[src/rtl/sync_fifo_prog.sv]
// ---------------------------------------------------------------------------
// sync_fifo_prog
//
// Single-clock FIFO with programmable almost-full / almost-empty thresholds,
// a registered read port (one cycle of read latency) and registered
// per-request handshake / error pulses.
//
// Parameters
//   FIFO_WIDTH  data word width in bits (>= 1)
//   FIFO_DEPTH  number of storage entries (>= 2, any value)
//   AF_MARGIN   almostfull asserts when free entries <= AF_MARGIN
//   AE_MARGIN   almostempty asserts when occupancy <= AE_MARGIN
//
// Ports
//   clk          rising-edge clock for all state
//   rst_n        asynchronous active-low reset
//   data_in      write data, stored when a write is accepted
//   wr_en        write request, accepted only while not full
//   rd_en        read request, accepted only while not empty
//   data_out     registered read data, holds between accepted reads
//   rd_valid     one-cycle pulse: data_out was loaded by the last edge
//   wr_ack       one-cycle pulse: previous-cycle write was accepted
//   overflow     one-cycle pulse: previous-cycle write rejected (full)
//   underflow    one-cycle pulse: previous-cycle read rejected (empty)
//   full         count == FIFO_DEPTH
//   empty        count == 0
//   almostfull   count >= FIFO_DEPTH-AF_MARGIN and not full
//   almostempty  count <= AE_MARGIN and not empty
//   count        current occupancy
// ---------------------------------------------------------------------------
module sync_fifo_prog #(
    parameter int FIFO_WIDTH = 16,
    parameter int FIFO_DEPTH = 8,
    parameter int AF_MARGIN  = 1,
    parameter int AE_MARGIN  = 1
) (
    input  logic                             clk,
    input  logic                             rst_n,
    input  logic [FIFO_WIDTH-1:0]            data_in,
    input  logic                             wr_en,
    input  logic                             rd_en,
    output logic [FIFO_WIDTH-1:0]            data_out,
    output logic                             rd_valid,
    output logic                             wr_ack,
    output logic                             overflow,
    output logic                             underflow,
    output logic                             full,
    output logic                             empty,
    output logic                             almostfull,
    output logic                             almostempty,
    output logic [$clog2(FIFO_DEPTH+1)-1:0]  count
);

    // Pointer width covers indices 0..FIFO_DEPTH-1; the depth need not be a
    // power of two, so pointers wrap explicitly rather than by overflow.
    localparam int PTR_W = ($clog2(FIFO_DEPTH) < 1) ? 1 : $clog2(FIFO_DEPTH);
    localparam int CNT_W = $clog2(FIFO_DEPTH + 1);

    localparam logic [PTR_W-1:0] LAST_IDX = PTR_W'(FIFO_DEPTH - 1);
    localparam logic [CNT_W-1:0] DEPTH_C  = CNT_W'(FIFO_DEPTH);
    localparam logic [CNT_W-1:0] AF_LEVEL = CNT_W'(FIFO_DEPTH - AF_MARGIN);
    localparam logic [CNT_W-1:0] AE_LEVEL = CNT_W'(AE_MARGIN);

    logic [FIFO_WIDTH-1:0] mem [FIFO_DEPTH];
    logic [PTR_W-1:0]      wr_ptr;
    logic [PTR_W-1:0]      rd_ptr;
    logic                  wr_accept;
    logic                  rd_accept;

    function automatic logic [PTR_W-1:0] next_ptr(input logic [PTR_W-1:0] p);
        return (p == LAST_IDX) ? '0 : p + 1'b1;
    endfunction

    // Status flags are pure functions of the occupancy counter so they track
    // count immediately, including while reset is held.
    always_comb begin
        full        = (count == DEPTH_C);
        empty       = (count == '0);
        almostfull  = (count >= AF_LEVEL) && (count != DEPTH_C);
        almostempty = (count <= AE_LEVEL) && (count != '0);
    end

    // Acceptance depends only on the current flags: a read can free a slot
    // this cycle but never makes a write to a full FIFO legal, and a write
    // never makes a read from an empty FIFO legal.
    always_comb begin
        wr_accept = wr_en && !full;
        rd_accept = rd_en && !empty;
    end

    // Storage array is deliberately left unreset; contents are unreachable
    // after reset because the FIFO reports empty until new data is written.
    always_ff @(posedge clk) begin
        if (wr_accept) begin
            mem[wr_ptr] <= data_in;
        end
    end

    // Write and read pointers move only on accepted requests.
    always_ff @(posedge clk or negedge rst_n) begin
        if (!rst_n) begin
            wr_ptr <= '0;
            rd_ptr <= '0;
        end else begin
            if (wr_accept) begin
                wr_ptr <= next_ptr(wr_ptr);
            end
            if (rd_accept) begin
                rd_ptr <= next_ptr(rd_ptr);
            end
        end
    end

    // Occupancy: simultaneous accepted read and write cancel out.
    always_ff @(posedge clk or negedge rst_n) begin
        if (!rst_n) begin
            count <= '0;
        end else begin
            case ({wr_accept, rd_accept})
                2'b10:   count <= count + 1'b1;
                2'b01:   count <= count - 1'b1;
                default: count <= count;
            endcase
        end
    end

    // Registered read port: data_out is loaded from the head entry on an
    // accepted read and otherwise keeps the last word delivered.
    always_ff @(posedge clk or negedge rst_n) begin
        if (!rst_n) begin
            data_out <= '0;
        end else if (rd_accept) begin
            data_out <= mem[rd_ptr];
        end
    end

    // Handshake and error pulses are rewritten every cycle, so each one is
    // high for exactly the cycle after the request that caused it.
    always_ff @(posedge clk or negedge rst_n) begin
        if (!rst_n) begin
            rd_valid  <= 1'b0;
            wr_ack    <= 1'b0;
            overflow  <= 1'b0;
            underflow <= 1'b0;
        end else begin
            rd_valid  <= rd_accept;
            wr_ack    <= wr_accept;
            overflow  <= wr_en && full;
            underflow <= rd_en && empty;
        end
    end

endmodule

[config.mk]
export PLATFORM = sky130hd
export DESIGN_NAME = sync_fifo_prog
export DESIGN_NICKNAME = d
export VERILOG_FILES = /design/src/rtl/sync_fifo_prog.sv
export SDC_FILE = /design/constraint.sdc
export NUM_CORES = 1
export LEC_CHECK = 0
export ABC_AREA = 1
export CAP_MARGIN = 10
export CORE_AREA = 2 2 156 158
export CTS_CLUSTER_SIZE = 28
export DETAILED_ROUTE_END_ITERATION = 10
export DIE_AREA = 0 0 158 160
export SLEW_MARGIN = 0
export SYNTH_ARGS = -nofsm -noshare
export SYNTH_HDL_FRONTEND = slang
export SYNTH_SLANG_ARGS = --single-unit
[constraint.sdc]
create_clock -name clk -period 6.9 [get_ports clk]
set_input_delay 0.69 -clock clk [delete_from_list [all_inputs] [get_ports clk]]
set_output_delay 0.69 -clock clk [all_outputs]
set_load 0.01 [all_outputs]
== After elaboration in Yosys (flattened, before gate mapping) ==
Memory sizes are Yosys's and may differ from the RTL's. A register that Yosys moved wholly into a read port is not among the register bits.
Cells that the tools add are included.

* Memories: 1
* Output and inout bits: 28
* Logic and storage cells: 37
* Input bits: 20
* RAM bits: 128
* Register bits: 14

{| class="wikitable"
|+ Memory list
! memory !! depth !! width !! rd ports !! clocked after memory_dff !! write ports !! line !! source
|-
| mem || 8 || 16 || 1 || 1 || 1 || 64 || <nowiki>logic [FIFO_WIDTH-1:0] mem [FIFO_DEPTH];</nowiki>
|}

* Eq/ne operators: 6
* Add/subtract/negate cells: 4
* Muxes and demuxes: 5
* Order comparisons: 2
* Reduce and logical (&&, ||, !) cells: 12

{| class="wikitable"
|+ Operators with widths
! kind !! count
|-
| 4-bit case mux with 2 select lines || 1
|-
| 3-bit by 1-bit adder with 3-bit output, second input constant || 2
|-
| 3-bit == test, second input constant || 2
|-
| 1-bit logical AND || 6
|-
| 3-bit two-way mux || 2
|-
| 4-bit by 1-bit adder with 4-bit output, second input constant || 1
|-
| 4-bit == test, second input constant || 1
|-
| 4-bit by 3-bit greater-or-equal comparator with 1-bit output, second input constant || 1
|-
| 4-bit by 1-bit less-or-equal comparator with 1-bit output, second input constant || 1
|-
| 4-bit logical NOT || 1
|-
| 4-bit != test, second input constant || 1
|-
| 4-bit nonzero test || 1
|-
| 4-bit by 1-bit subtractor with 4-bit output, second input constant || 1
|-
| 1-bit logical NOT || 3
|-
| 2-bit by 1-bit == test with 1-bit output, second input constant || 1
|-
| 2-bit == test, second input constant || 1
|-
| 1-bit two-way mux || 2
|-
| 2-bit nonzero test || 1
|}

== Depth between registers and ports, before layout ==
Gate-level depths: netlist (run 1).

* Word-level depth: 5
* Depth in mapped cells: 13
* Mapped depth without buffers: 12

== Worst setup path before layout (run 1) ==
No wires, ideal clock.

* Path type: register to register
* Start: reg count[0]
* End: mem mem[0][0] (enable)
* Clock period less this slack: 2.287 ns
* Buffers on the path: 0
* Cell stages (with the launch flop): 7
* Data arrival time: 1.899 ns
* Setup time: 0.388 ns
* Required time: 6.512 ns
* Setup slack: 4.613 ns
* Path through: dfrtp_1 -> inv_1 -> ha_1 -> nand3_2 -> nand2_2 -> or2_1 -> nor2_1

* Longest elaborated chain between the ends: 5

{| class="wikitable"
|+ Ends and longest elaborated chain
! element !! line !! source
|-
| start: declaration || 51 || <nowiki>output logic [$clog2(FIFO_DEPTH+1)-1:0] count</nowiki>
|-
| start signal: assignment || 120 || <nowiki>2'b10: count <= count + 1'b1;</nowiki>
|-
| start signal: assignment || 121 || <nowiki>2'b01: count <= count - 1'b1;</nowiki>
|-
| start signal: assignment || 122 || <nowiki>default: count <= count;</nowiki>
|-
| 4-bit == test || 77 || <nowiki>full = (count == DEPTH_C);</nowiki>
|-
| 1-bit logical NOT || 87 || <nowiki>wr_accept = wr_en && !full;</nowiki>
|-
| 1-bit logical AND || 87 ||
|-
| 1-bit two-way mux || 94 || <nowiki>if (wr_accept) begin</nowiki>
|-
| 1-bit two-way mux (implied by the code) || 95 || <nowiki>mem[wr_ptr] <= data_in;</nowiki>
|-
| end: declaration || 64 ||
|}

Every way passes these cells.

== Worst setup path after layout (run 1) ==
* Start: reg count[0]
* End: out almostempty

* Longest elaborated chain between the ends: 2
* Elaborated cells on any way between the ends: 3
* Those cells by class: order compare (1); reduce/logical (2)

{| class="wikitable"
|+ Ends and longest elaborated chain
! element !! line !! source
|-
| 4-bit by 1-bit less-or-equal comparator with 1-bit output or 4-bit nonzero test (tied branches) || 80 || <nowiki>almostempty = (count <= AE_LEVEL) && (count != '0);</nowiki>
|-
| 1-bit logical AND * || 80 ||
|-
| end: declaration || 50 || <nowiki>output logic almostempty,</nowiki>
|}

Mark *: on every way between the ends. The rest lies on a longest branch, timed or not.

==> run summary, run 1 <==
The transition time at the pin with the least slew margin is 1.14 ns. For this design the top-level I/O count stands at 48. The aggregate global routing overflow came out at 0. The per-cell routed wire length came out at 13.7 µm. The number of global-route vias before repair is 4,086. The number of pins exceeding their max-slew limit in the final report came out at 0. The placement row count is 57.

Summed over all cells, the static leakage comes to 3.48 nW. Timing would allow up to 373 MHz. The pin count of the biggest net entering global routing came out at 67. The core region is 0.0238 mm². The hold buffer count at cts is 0.

The total via count after detailed routing came out at 4,276. For this run, design rule violations remaining after detail routing come to 0. Adding up every negative setup slack in the final design gives 0 ns. The number of resized instances in the post-cts repair step came out at 0. The insertion delay of the later-clocked pin in the worst-skew pair is 0.42 ns.

Of the total power, the share spent switching nets is 34.3%. The worst clock skew on the final layout is 0.00573 ns. The number of design-rule violations left by the first detailed-router iteration is 365.

The final design instance area without fill is 0.00813 mm². The wire length of the first global-routing pass came out at 22,700 µm. The mean post-synth cell area came out at 10.4 µm². The relative contribution of the clock network to total power is 26.9%. The final count of hold timing violations is 0. The number of buffers added by the clock tree synthesis step came out at 17. The number of nets with antenna violations after routing came out at 0.

For this run, the register share of the synthesized area comes to 68.0%. The initial antenna violation count is 0. The remaining max-slew budget at the tightest pin came out at 23.7%. At the worst endpoint, the required time is 6.21 ns. The final estimated routing congestion in global placement is 0.756. The signed area change from the synthesized netlist to the final layout came out at 20.3%. The x dimension of the die is 158 µm. STA classifies the critical path endpoint as a primary output. Combinational cells account for 33.0% of the total power. The die is 160 µm tall. Setup repair after global routing left no endpoint under its margin. The clock period minus worst slack came out at 2.68 ns. The area of the die is 0.0253 mm². Buffers added to address setup during post-CTS repair amount to 0. The detailed-routing iteration count for the pre-antenna-repair pass came out at 5. The number of synthesis warnings came out at 0. The number of antenna repair diodes is 0. The power density over cell area is 402 mW/mm².

The post-layout total power came out at 3.26 mW. The register bit count reported by yosys came out at 158. The worst ir drop on vdd came out at 0.192 mV.

The detailed-route vias per instance is 4.13. The final setup violation count came out at 0. The element type at the critical path start is a flop. CTS saw 158 sinks.

The run finished with clean final reports. The internal power summed over all cells came out at 2.15 mW. Tracing the worst setup path back leads to its startpoint at count[0]. The switching component of the power came out at 1.12 mW. The cell count after synthesis came out at 649. The clock tree from TritonCTS is yes.

The synthesized cell area came out at 0.00676 mm². The net count of the mapped netlist is 677. The initial cell density of the core is 28.4%. The worst register-to-register path begins at rd_ptr[0]. The highest net fanout along the worst path is 6. The number of port buffers came out at 47. The cell at the root of the clock tree is sky130_fd_sc_hd__clkbuf_16. The clock transition at the register clock pins on the worst setup and hold paths after CTS came out at 0.06 ns.

The HPWL after detailed placement is 7970 µm. The maximum clock path buffer count came out at 2. The path class of the tightest hold or removal check is in2async. Cells with a size suffix above 1 make up 7.58% of the layout.

The kind of critical path is reg2out. The detailed-route wire length is 14,200 µm. The total global routing track utilization is 12.0%. The worst path arrival time came out at 1.99 ns. The number of max-cap violations is 0. The post-route clock period utilization is 38.9%. The net total in the final layout came out at 727. The sequential share of power came out at 40.0%.

The area of placed instances is 0.00756 mm². The deepest level of the CTS H-tree came out at 4. Leaving out filler cells and counting taps, the final layout contains 1,036. The number of different library cells used by synthesis comes to 27. The placed cell count came out at 1,004.

The final core area utilization came out at 34.1%.
==> layer usage <==
layer,part of all wire [%],vias to the layer above,GRT usage (%)
met3,4.8,13,2.96
met2,46,91,18.5
met4,1.1,0,4.75
met1,48,1991,16.4
li1,-,2181,-
met5,0,-,0
==> metrics by stage <==
| step | setup WS (ns) | hold slack, ns |
|---|---|---|
| detailed placement | 4.33 | 0.466 |
| finish | 4.22 | 0.382 |
| global route | 4.07 | 0.433 |
| floorplan | 4.61 | 0.394 |
| CTS | 4.19 | 0.395 |
| global placement | 4.35 | 0.466 |
==> layout by cell type (no fill, tap or decap), drive strengths merged <==
cell type / n
nand4: 1
a21oi: 1
bufinv: 1
ha: 8
nand2: 208
inv: 119
nor3: 1
o21ai: 9
edfxtp: 128
buf: 12
dfrtp: 30
clkdlybuf4s50: 46
clkinvlp: 2
o22ai: 1
clkinv: 4
nor2: 13
or2: 1
xor2: 1
clkbuf: 23
o21a: 1
nand3: 100
xnor2: 2
==> flip-flops by register name, indices dropped and copies added (netlist names) <==
signal and cells:
mem 128, count 4, wr_ack 1, overflow 1, data_out 16, wr_ptr 3, rd_valid 1, rd_ptr 3
underflow 1
==> final cells by class <==
class	instances	area (µm²)
Clock buffer	23	478
Multi-Input combinational cell	347	1570
Timing Repair Buffer	58	548
Fill cell	2370	15700
Inverter	117	442
Clock inverter	9	85.1
Tap cell	324	405
Sequential cell	158	4600
==> kinds of logic after synthesis <==
logic type                 Yosys count  share of synthesized area, %
AOI/OAI and AO/OA                   12                         0.944
xor gates and xnor gates             3                         0.389
adders and majority gates            8                          1.48
buffers and inverters              144                          8.74
DFF                                158                          68.0
and+or+nand+nor                    324                          20.4
==> Yosys cell counts <==
cell                         n  share of area [%]
sky130_fd_sc_hd__inv_4       1              0.093
sky130_fd_sc_hd__edfxtp_1  128                 57
sky130_fd_sc_hd__xor2_1      1               0.13
sky130_fd_sc_hd__nand3_1    99                7.3
sky130_fd_sc_hd__nor2_4      1               0.17
sky130_fd_sc_hd__inv_2       7               0.39
sky130_fd_sc_hd__buf_6       1               0.17
sky130_fd_sc_hd__inv_1     109                6.1
sky130_fd_sc_hd__nor2_1     11               0.61
sky130_fd_sc_hd__o21a_1      1               0.11
sky130_fd_sc_hd__a21oi_1     1              0.074
sky130_fd_sc_hd__ha_1        8                1.5
sky130_fd_sc_hd__o21ai_1     7               0.52
sky130_fd_sc_hd__nor2_8      1               0.30
sky130_fd_sc_hd__clkbuf_1    4               0.22
sky130_fd_sc_hd__dfrtp_1    30                 11
sky130_fd_sc_hd__nand2_1   206                 11
sky130_fd_sc_hd__nand3_2     1               0.15
sky130_fd_sc_hd__nand2_2     2               0.19
sky130_fd_sc_hd__xnor2_1     2               0.26
sky130_fd_sc_hd__o22ai_1     1              0.093
sky130_fd_sc_hd__buf_2      17                1.3
sky130_fd_sc_hd__o21ai_0     2               0.15
sky130_fd_sc_hd__nand4_1     1              0.093
sky130_fd_sc_hd__nor3_1      1              0.074
sky130_fd_sc_hd__buf_4       5               0.56
sky130_fd_sc_hd__or2_1       1              0.093
==> critical path, cell delays in order (launching register included) <==
cell                              delay (ns)
sky130_fd_sc_hd__dfrtp_1                0.46
sky130_fd_sc_hd__inv_1                  0.09
sky130_fd_sc_hd__ha_1                   0.24
sky130_fd_sc_hd__inv_2                  0.11
sky130_fd_sc_hd__nand2_1                0.06
sky130_fd_sc_hd__nor2_1                 0.09
sky130_fd_sc_hd__clkdlybuf4s50_1        0.53
==> power groups by stage <==
stage / sequential (mW) / clock (mW) / combinational, mW
after floorplan: 1.34 / 0 / 0.691
after global routing: 1.33 / 0.938 / 1.23
final: 1.31 / 0.880 / 1.08
after detailed placement: 1.33 / 0 / 1.09
after global placement: 1.32 / 0 / 1.08
after CTS: 1.31 / 0.900 / 1.10
==> final timing paths <==
kind | endpoint | slack (ns) | cells past startpoint
max in group asynchronous | rd_ptr[0] | 5.94 | 1
min | underflow | 0.38 | 1
max | almostempty | 4.22 | 6
max reg2reg | data_out[6] | 4.56 | 7
min in group clk | data_out[15] | 0.48 | 2
min reg2reg | data_out[15] | 0.48 | 2
No activity file was read; power rests on OpenSTA's default activity.
==> run 2, diff against run 1 <==
Clock period 6.9 ns to 2.5 ns, I/O delays scaled along.
==> run summary, run 2 (synthesis results as in run 1) <==
The clock period minus worst slack came out at 2.24 ns. The maximum clock path buffer count was 2 (unchanged). The number of antenna repair diodes came to 0 (unchanged). The number of port buffers is 47 (unchanged). The per-cell routed wire length is 14.1 µm (+3.0%). The number of design-rule violations left by the first detailed-router iteration is 310 (-15%).

The number of pins exceeding their max-slew limit in the final report came to 0 (unchanged). The critical path startpoint is count[0]. The number of buffers added by the clock tree synthesis step came out at 17 (unchanged). Setup repair after global routing left no endpoint under its margin.

The final estimated routing congestion in global placement is 0.755 (about the same). The CTS sink count was 158 (unchanged). The global routing stage identified its most utilized layer as met2. STA classifies the critical path endpoint as a primary output. The I/O pin total was 48 (unchanged). The cell count of the worst hold path is 3.

TritonCTS built the clock tree. The path class of the tightest hold or removal check is in2reg. The highest achievable clock rate came out at 446 MHz. The initial antenna violation count came out at 0 (unchanged). The post-route clock period utilization is 89.7%. The worst path arrival time came to 1.99 ns (about the same).

The final design instance area without fill came out at 0.00824 mm² (+1.4%). The count of cells along the worst register-to-register path is 8 (+1). Ranked by flip-flop count, first place goes to mem. The power density over cell area came out at 1130 mW/mm² (+180%). The detailed-routing iteration count for the pre-antenna-repair pass came out at 4 (-1).

The pin count of the biggest net entering global routing came to 37 (-45%). The worst clock skew on the final layout is 0.00947 ns (+0.00374 ns). The final-layout setup total negative slack is 0 ns (unchanged). The remaining max-slew budget at the tightest pin came out at 44.5% (+21 points). The initial cell density of the core is 28.4% (unchanged).

The final setup violation count came out at 0 (unchanged). The total global routing track utilization came out at 12.5% (+0.45 points). The worst ir drop on vdd is 0.487 mV (+150%). The transition time at the pin with the least slew margin is 0.833 ns (-0.310 ns). The aggregate global routing overflow is 0 (unchanged).

The wire length of the first global-routing pass came out at 23,600 µm (+3.8%). The footprint of the flip-flops and latches was 0.00460 mm² (unchanged). The net total in the final layout is 737 (+1.4%). The signed area change from the synthesized netlist to the final layout is 21.9%.

The worst register-to-register path begins at count[0]. The number of max-cap violations came out at 0 (unchanged). The DRC violation count after routing was 0 (unchanged). The deepest level of the CTS H-tree is 4 (unchanged). The worst hold path endpoint is overflow. The detailed-route wire length is 14,800 µm (+4.0%).

The fraction of final layout cells sized beyond drive strength 1 was 8.86% (+1.3 points). In this run the clock root is driven by a sky130_fd_sc_hd__clkbuf_16. The data required time at the worst endpoint is 2.25 ns (-3.96 ns). The library cell used most frequently in the layout, excluding fill and tap cells, is sky130_fd_sc_hd__nand2_1.

In the layout the commonest cells are sky130_fd_sc_hd__nand2_1 (206), sky130_fd_sc_hd__edfxtp_1 (128), sky130_fd_sc_hd__inv_1 (109). The number of nets with antenna violations after routing came to 0 (unchanged). STA classifies the critical path startpoint as a flop. The detailed-route vias per instance came out at 4.23 (+2.4%).

The sum of net half-perimeters after detailed placement came to 9250 µm (+16%). The kind of critical path is reg2out. The insertion delay of the later-clocked pin in the worst-skew pair is 0.42 ns (about the same). The final count of hold timing violations is 0 (unchanged). The global routing usage on met2 was 20.5% (+2.0 points). The placement row count was 57 (unchanged). The highest net fanout along the worst path is 6 (unchanged).

The largest registers in the layout are mem x128, data_out x16, count x4. The x dimension of the die was 158 µm (unchanged). The number of flip-flops under the largest register name is 128 (unchanged). The post-layout total power came out at 9.28 mW (+180%). The total via count after detailed routing came to 4,420 (+3.4%).

The area of the die was 0.0253 mm² (unchanged). The placeable core region is 0.0238 mm² (unchanged). The global routing met1 resource utilization is 16.3% (-0.079 points).

The flow ran to the end, and the final reports show no timing, DRC or antenna violations. The clock transition at the register clock pins on the worst setup and hold paths after CTS is 0.06 ns (about the same). The number of fill cells in the layout came out at 2,375 (+0.21%). The area of the multi-input gates came out at 0.00157 mm² (unchanged). The overall die height came to 160 µm (unchanged). The area of placed instances came out at 0.00763 mm² (+0.89%). The met3 layer usage reported by global route is 3.28% (+0.33 points). The endpoint of the worst register-to-register path is mem[7][6]. The internal reg-to-reg setup slack came out at 0.51 ns (-4.05 ns). The number of global-route vias before repair came out at 4,376 (+7.1%). The startpoint identified for the worst hold timing path is wr_en. The leakage power summed over all cells is 3.53 nW (+1.5%). The total setup buffers inserted after CTS came out at 0 (unchanged).
==> run 2: cell types whose count changed in the layout (fill, tap and decap cells not counted) <==
cell                            change
sky130_fd_sc_hd__clkinv_4           -1
sky130_fd_sc_hd__clkinv_2           -1
sky130_fd_sc_hd__bufinv_16          +2
sky130_fd_sc_hd__inv_6              +1
sky130_fd_sc_hd__clkbuf_8           -3
sky130_fd_sc_hd__dlygate4sd3_1      +1
sky130_fd_sc_hd__buf_4              +9
sky130_fd_sc_hd__clkbuf_1           -1
sky130_fd_sc_hd__clkinvlp_4         +3
==> run 2: area by class of cell <==
class / instances / area share (%)
inverter: 117 / 5.36
tap: 324 / 4.92
clock inverter: 13 / 1.98
sequential: 158 / 55.8
clock buffer: 19 / 5.26
multi-input combinational: 347 / 19.1
timing repair buffer: 68 / 7.60
==> run 2: timing repair <==
action	in CTS	in global routing
hold buffers	1	0
resized for setup	0	0
setup endpoints to repair	0	0
endpoints found under the hold margin	30	0
==> run 2: how the worst max path moves through the flow <==
stage / end / slack, ns / depth (start not counted)
global route: almostempty / 0.07 / 6
floorplan: mem[0][0] / 0.21 / 6
CTS: empty / 0.24 / 5
finish: almostempty / 0.26 / 6
detailed placement: mem[1][11] / 0.53 / 8
global placement: mem[0][9] / 0.58 / 7
==> run 2: power breakdown <==
| group | switching (mW) | internal (mW) | leakage (nW) |
|---|---|---|---|
| registers | 0.279 | 3.38 | 1.52 |
| logic | 1.87 | 1.15 | 1.74 |
| clock network | 1.03 | 1.57 | 0.274 |
| total | 3.18 | 6.10 | 3.53 |
==> run 2: routing by layer <==
metal	wire length, µm	part of all wire, %
met1	6850	46
met2	7100	48
met3	614	4.2
met4	193	1.3
met5	0	0
==> run 2: per-stage QoR <==
step	instances	worst slack, ns	hold WS [ns]	util, %
after floorplan	649	0.213	-0.0456	-
after global placement	1013	0.578	0.403	32.0
after detailed placement	1013	0.529	0.404	32.0
after CTS	1046	0.236	0.391	34.6
after global routing	1046	0.0669	0.423	34.6
final	1046	0.258	0.407	34.6
==> run 2: worst max-delay path, stage by stage, from the launching register on <==
cell and delay [ns]:
sky130_fd_sc_hd__dfrtp_1 0.45, sky130_fd_sc_hd__inv_1 0.09, sky130_fd_sc_hd__ha_1 0.24, sky130_fd_sc_hd__inv_2 0.10
sky130_fd_sc_hd__nand2_1 0.06, sky130_fd_sc_hd__nor2_1 0.09, sky130_fd_sc_hd__clkdlybuf4s50_1 0.54
==> run 3, diff against run 2 <==
Settings changed: ABC_AREA 1 to default, CORE_AREA 2 2 156 158 to 2 2 151 153, DIE_AREA 0 0 158 160 to 0 0 153 155.
==> run summary, run 3 <==
The initial antenna violation count came out at 0 (unchanged). Setup repair after global routing left no endpoint under its margin. The number of flip-flops under the largest register name came out at 128 (unchanged). The detailed-route vias per instance is 4.60 (+8.9%). The library cell used most frequently in the layout, excluding fill and tap cells, is sky130_fd_sc_hd__edfxtp_1. Ranked by flip-flop count, first place goes to mem.

The total global routing track utilization is 12.2% (-0.33 points). The number of max-cap violations is 0 (unchanged). The clock transition at the register clock pins on the worst setup and hold paths after CTS is 0.06 ns (about the same). For this run, the leading register cell type out of synthesis is sky130_fd_sc_hd__edfxtp_1. The global-route layer with the greatest usage is met2. The pin count of the biggest net entering global routing came out at 31 (-16%). The flow ran to the end, and the final reports show no timing, DRC or antenna violations. The kind of critical path is reg2out. The met3 layer usage reported by global route came to 3.26% (-0.025 points). The net count of the mapped netlist was 393 (-42%).

The global routing usage on met2 came out at 20.9% (+0.49 points). The worst stage delay on the critical path is 0.54 ns (about the same). The smallest hold slack came to 0.247 ns (-0.159 ns). The final core area utilization came out at 35.4% (+0.81 points). The critical path's slowest cell is sky130_fd_sc_hd__clkdlybuf4s50_1. The transition time at the pin with the least slew margin is 0.700 ns (-0.132 ns). The count of flip-flops with a built-in enable after synthesis is 128 (unchanged). TritonCTS built the clock tree.

The worst min-delay path class is in2async. The deepest level of the CTS H-tree came to 4 (unchanged). The insertion delay of the later-clocked pin in the worst-skew pair is 0.42 ns (about the same). The number of global-route vias before repair is 3,597 (-18%). The power density over cell area came to 1180 mW/mm² (+4.4%). The leakage power summed over all cells is 2.77 nW (-22%).

The x dimension of the die is 153 µm (-3.2%). The final count of hold timing violations came out at 0 (unchanged). The detailed-route wire length is 13,900 µm (-5.7%). The final estimated routing congestion in global placement is 0.729 (-3.5%).

The aggregate global routing overflow is 0 (unchanged). The placement row count is 55 (-3.5%). The register bit count reported by yosys came out at 158 (unchanged). The worst clock skew on the final layout is 0.0116 ns (+0.00213 ns).

The number of port buffers was 47 (unchanged). The I/O pin total is 48 (unchanged). The initial cell density of the core came out at 28.5% (+0.11 points).

The post-route clock period utilization is 95.4% (+5.7 points). The placeable core region came out at 0.0222 mm² (-6.7%). The total via count after detailed routing is 3,379 (-24%). The number of pins exceeding their max-slew limit in the final report came out at 0 (unchanged).

The cell sitting at the root of the clock tree is a sky130_fd_sc_hd__clkbuf_16. The overall die height came out at 155 µm (-3.1%). The number of nets with antenna violations after routing came to 0 (unchanged).

The cell count after synthesis is 365 (-44%). The DRC violation count after routing was 0 (unchanged). The number of synthesis warnings is 0 (unchanged).

The synthesized cell area is 0.00633 mm² (-6.3%). STA classifies the critical path endpoint as a primary output. The CTS sink count came out at 158 (unchanged). The detailed-routing iteration count for the pre-antenna-repair pass came out at 4 (unchanged).

The data required time at the worst endpoint is 2.25 ns (about the same). The worst path arrival time was 2.14 ns (+0.15 ns). In the post-synthesis netlist, the biggest area contributors are sky130_fd_sc_hd__edfxtp_1 (61%), sky130_fd_sc_hd__dfrtp_1 (12%), sky130_fd_sc_hd__mux2i_1 (5.2%). The largest registers in the layout are mem x128, data_out x16, count x4.

The number of buffers added by the clock tree synthesis step came to 17 (unchanged). The number of design-rule violations left by the first detailed-router iteration is 215 (-31%). In the synthesized netlist, the cells that appear most often are sky130_fd_sc_hd__edfxtp_1 (128), sky130_fd_sc_hd__mux2i_1 (33), sky130_fd_sc_hd__dfrtp_1 (30), sky130_fd_sc_hd__mux2_2 (26), sky130_fd_sc_hd__o21ai_0 (20).

The share of synthesized area occupied by flip-flops and latches was 72.6% (+4.6 points). The wire length of the first global-routing pass is 21,100 µm (-10%). The signed area change from the synthesized netlist to the final layout came out at 24.3%. The share of Yosys cell area claimed by the top area cell type was 60.7% (+3.8 points). The proportion of register bits with asynchronous set or reset after synthesis is 19.0% (unchanged). The worst ir drop on vdd was 0.664 mV (+36%). The library cell with the highest instance count after synthesis is sky130_fd_sc_hd__edfxtp_1. The global routing met1 resource utilization is 14.9% (-1.4 points). The highest net fanout along the worst path came out at 6 (unchanged). The mean post-synth cell area came out at 17.3 µm² (+67%). The sum of net half-perimeters after detailed placement is 8250 µm (-11%).

The highest achievable clock rate came out at 419 MHz (-6.0%). The per-cell routed wire length came out at 19.0 µm (+34%). The area of the die came out at 0.0237 mm² (-6.2%). The fraction of final layout cells sized beyond drive strength 1 came out at 23.2% (+14 points). The post-synthesis cell type count is 33 (+22%). The remaining max-slew budget at the tightest pin was 53.3% (+8.8 points). The net total in the final layout came to 464 (-37%).

The clock period minus worst slack is 2.39 ns (+0.143 ns). The final setup violation count was 0 (unchanged). The element type at the critical path start is a flop. The number of fill cells in the layout came out at 2,065 (-13%). The post-layout total power came to 9.26 mW (-0.27%). sky130_fd_sc_hd__edfxtp_1 takes more of the synthesized area than any other cell. The maximum clock path buffer count is 2 (unchanged). The number of antenna repair diodes is 0 (unchanged). The critical path goes through inv_1 -> ha_1 -> nor3b_2 -> buf_6 -> clkdlybuf4s50_1.

In the layout the commonest cells are sky130_fd_sc_hd__edfxtp_1 (128), sky130_fd_sc_hd__clkdlybuf4s50_1 (47), sky130_fd_sc_hd__mux2i_1 (33).
## run 3: cells by family after synthesis
| family | Yosys count | share of synthesized area, % |
|---|---|---|
| xor gates and xnor gates | 4 | 0.554 |
| buffers and inverters | 25 | 2.17 |
| adders and majority gates | 8 | 1.58 |
| DFF | 158 | 72.6 |
| AOI/OAI and AO/OA | 70 | 8.70 |
| and+or+nand+nor | 30 | 2.61 |
| muxes | 70 | 11.8 |
## run 3: worst max-delay path: cells and delay by family (launching register included)
| family | cells | cell delay (ns) |
|---|---|---|
| buf+inv | 3 | 0.80 |
| flops | 1 | 0.43 |
| simple gates | 1 | 0.25 |
| fa+ha+maj | 1 | 0.23 |
## run 3: what timing repair did
action,in CTS,in global routing
gates resized for setup,1,2
setup endpoints to repair,1,3
hold buffers,0,0
setup buffers,1,0
## run 3: worst paths after layout
check                           cells after the start  slack [ns]           to   startpoint
worst max-delay path                                5        0.11        empty     count[1]
worst min-delay path                                2        0.25     overflow        rst_n
worst max register to register                      9        0.18     count[3]     count[1]
worst min register to register                      2        0.54  data_out[6]  data_out[6]
max in group asynchronous                           2        1.91    rd_ptr[0]        rst_n
min in group clk                                    2        0.46     overflow        wr_en
## run 3: stage by stage
stage	cell area (µm²)	setup WS, ns	setup TNS (ns)	std cells
after floorplan	6340	-0.207	-9.94	365
after global placement	7260	0.310	0	701
after CTS	7860	0.0972	0	734
after global routing	7870	0.00575	0	734
final	7870	0.115	0	734
after detailed placement	7260	0.144	0	701
## run 3: routing by layer
layer,vias to the layer above,routed length (µm),share of wire (%)
met5,-,0,0
met4,0,191,1.4
met3,15,527,3.8
met2,71,7030,50
met1,1723,6170,44
li1,1570,-,-
## run 3: cell type report
type / instances / area (µm²) / area share, %
Sequential cell: 158 / 4600 / 58.4
Clock inverter: 15 / 159 / 2.02
Timing Repair Buffer: 70 / 659 / 8.38
Tap cell: 285 / 357 / 4.53
Multi-Input combinational cell: 182 / 1640 / 20.9
Inverter: 7 / 26.3 / 0.334
Clock buffer: 17 / 425 / 5.41
## run 3: report_power, final
part           switching (mW)  internal [mW]  total [mW]
sequential              0.390           3.41        3.80
combinational            1.49           1.44        2.92
clock                    1.05           1.48        2.54
total                    2.93           6.33        9.26
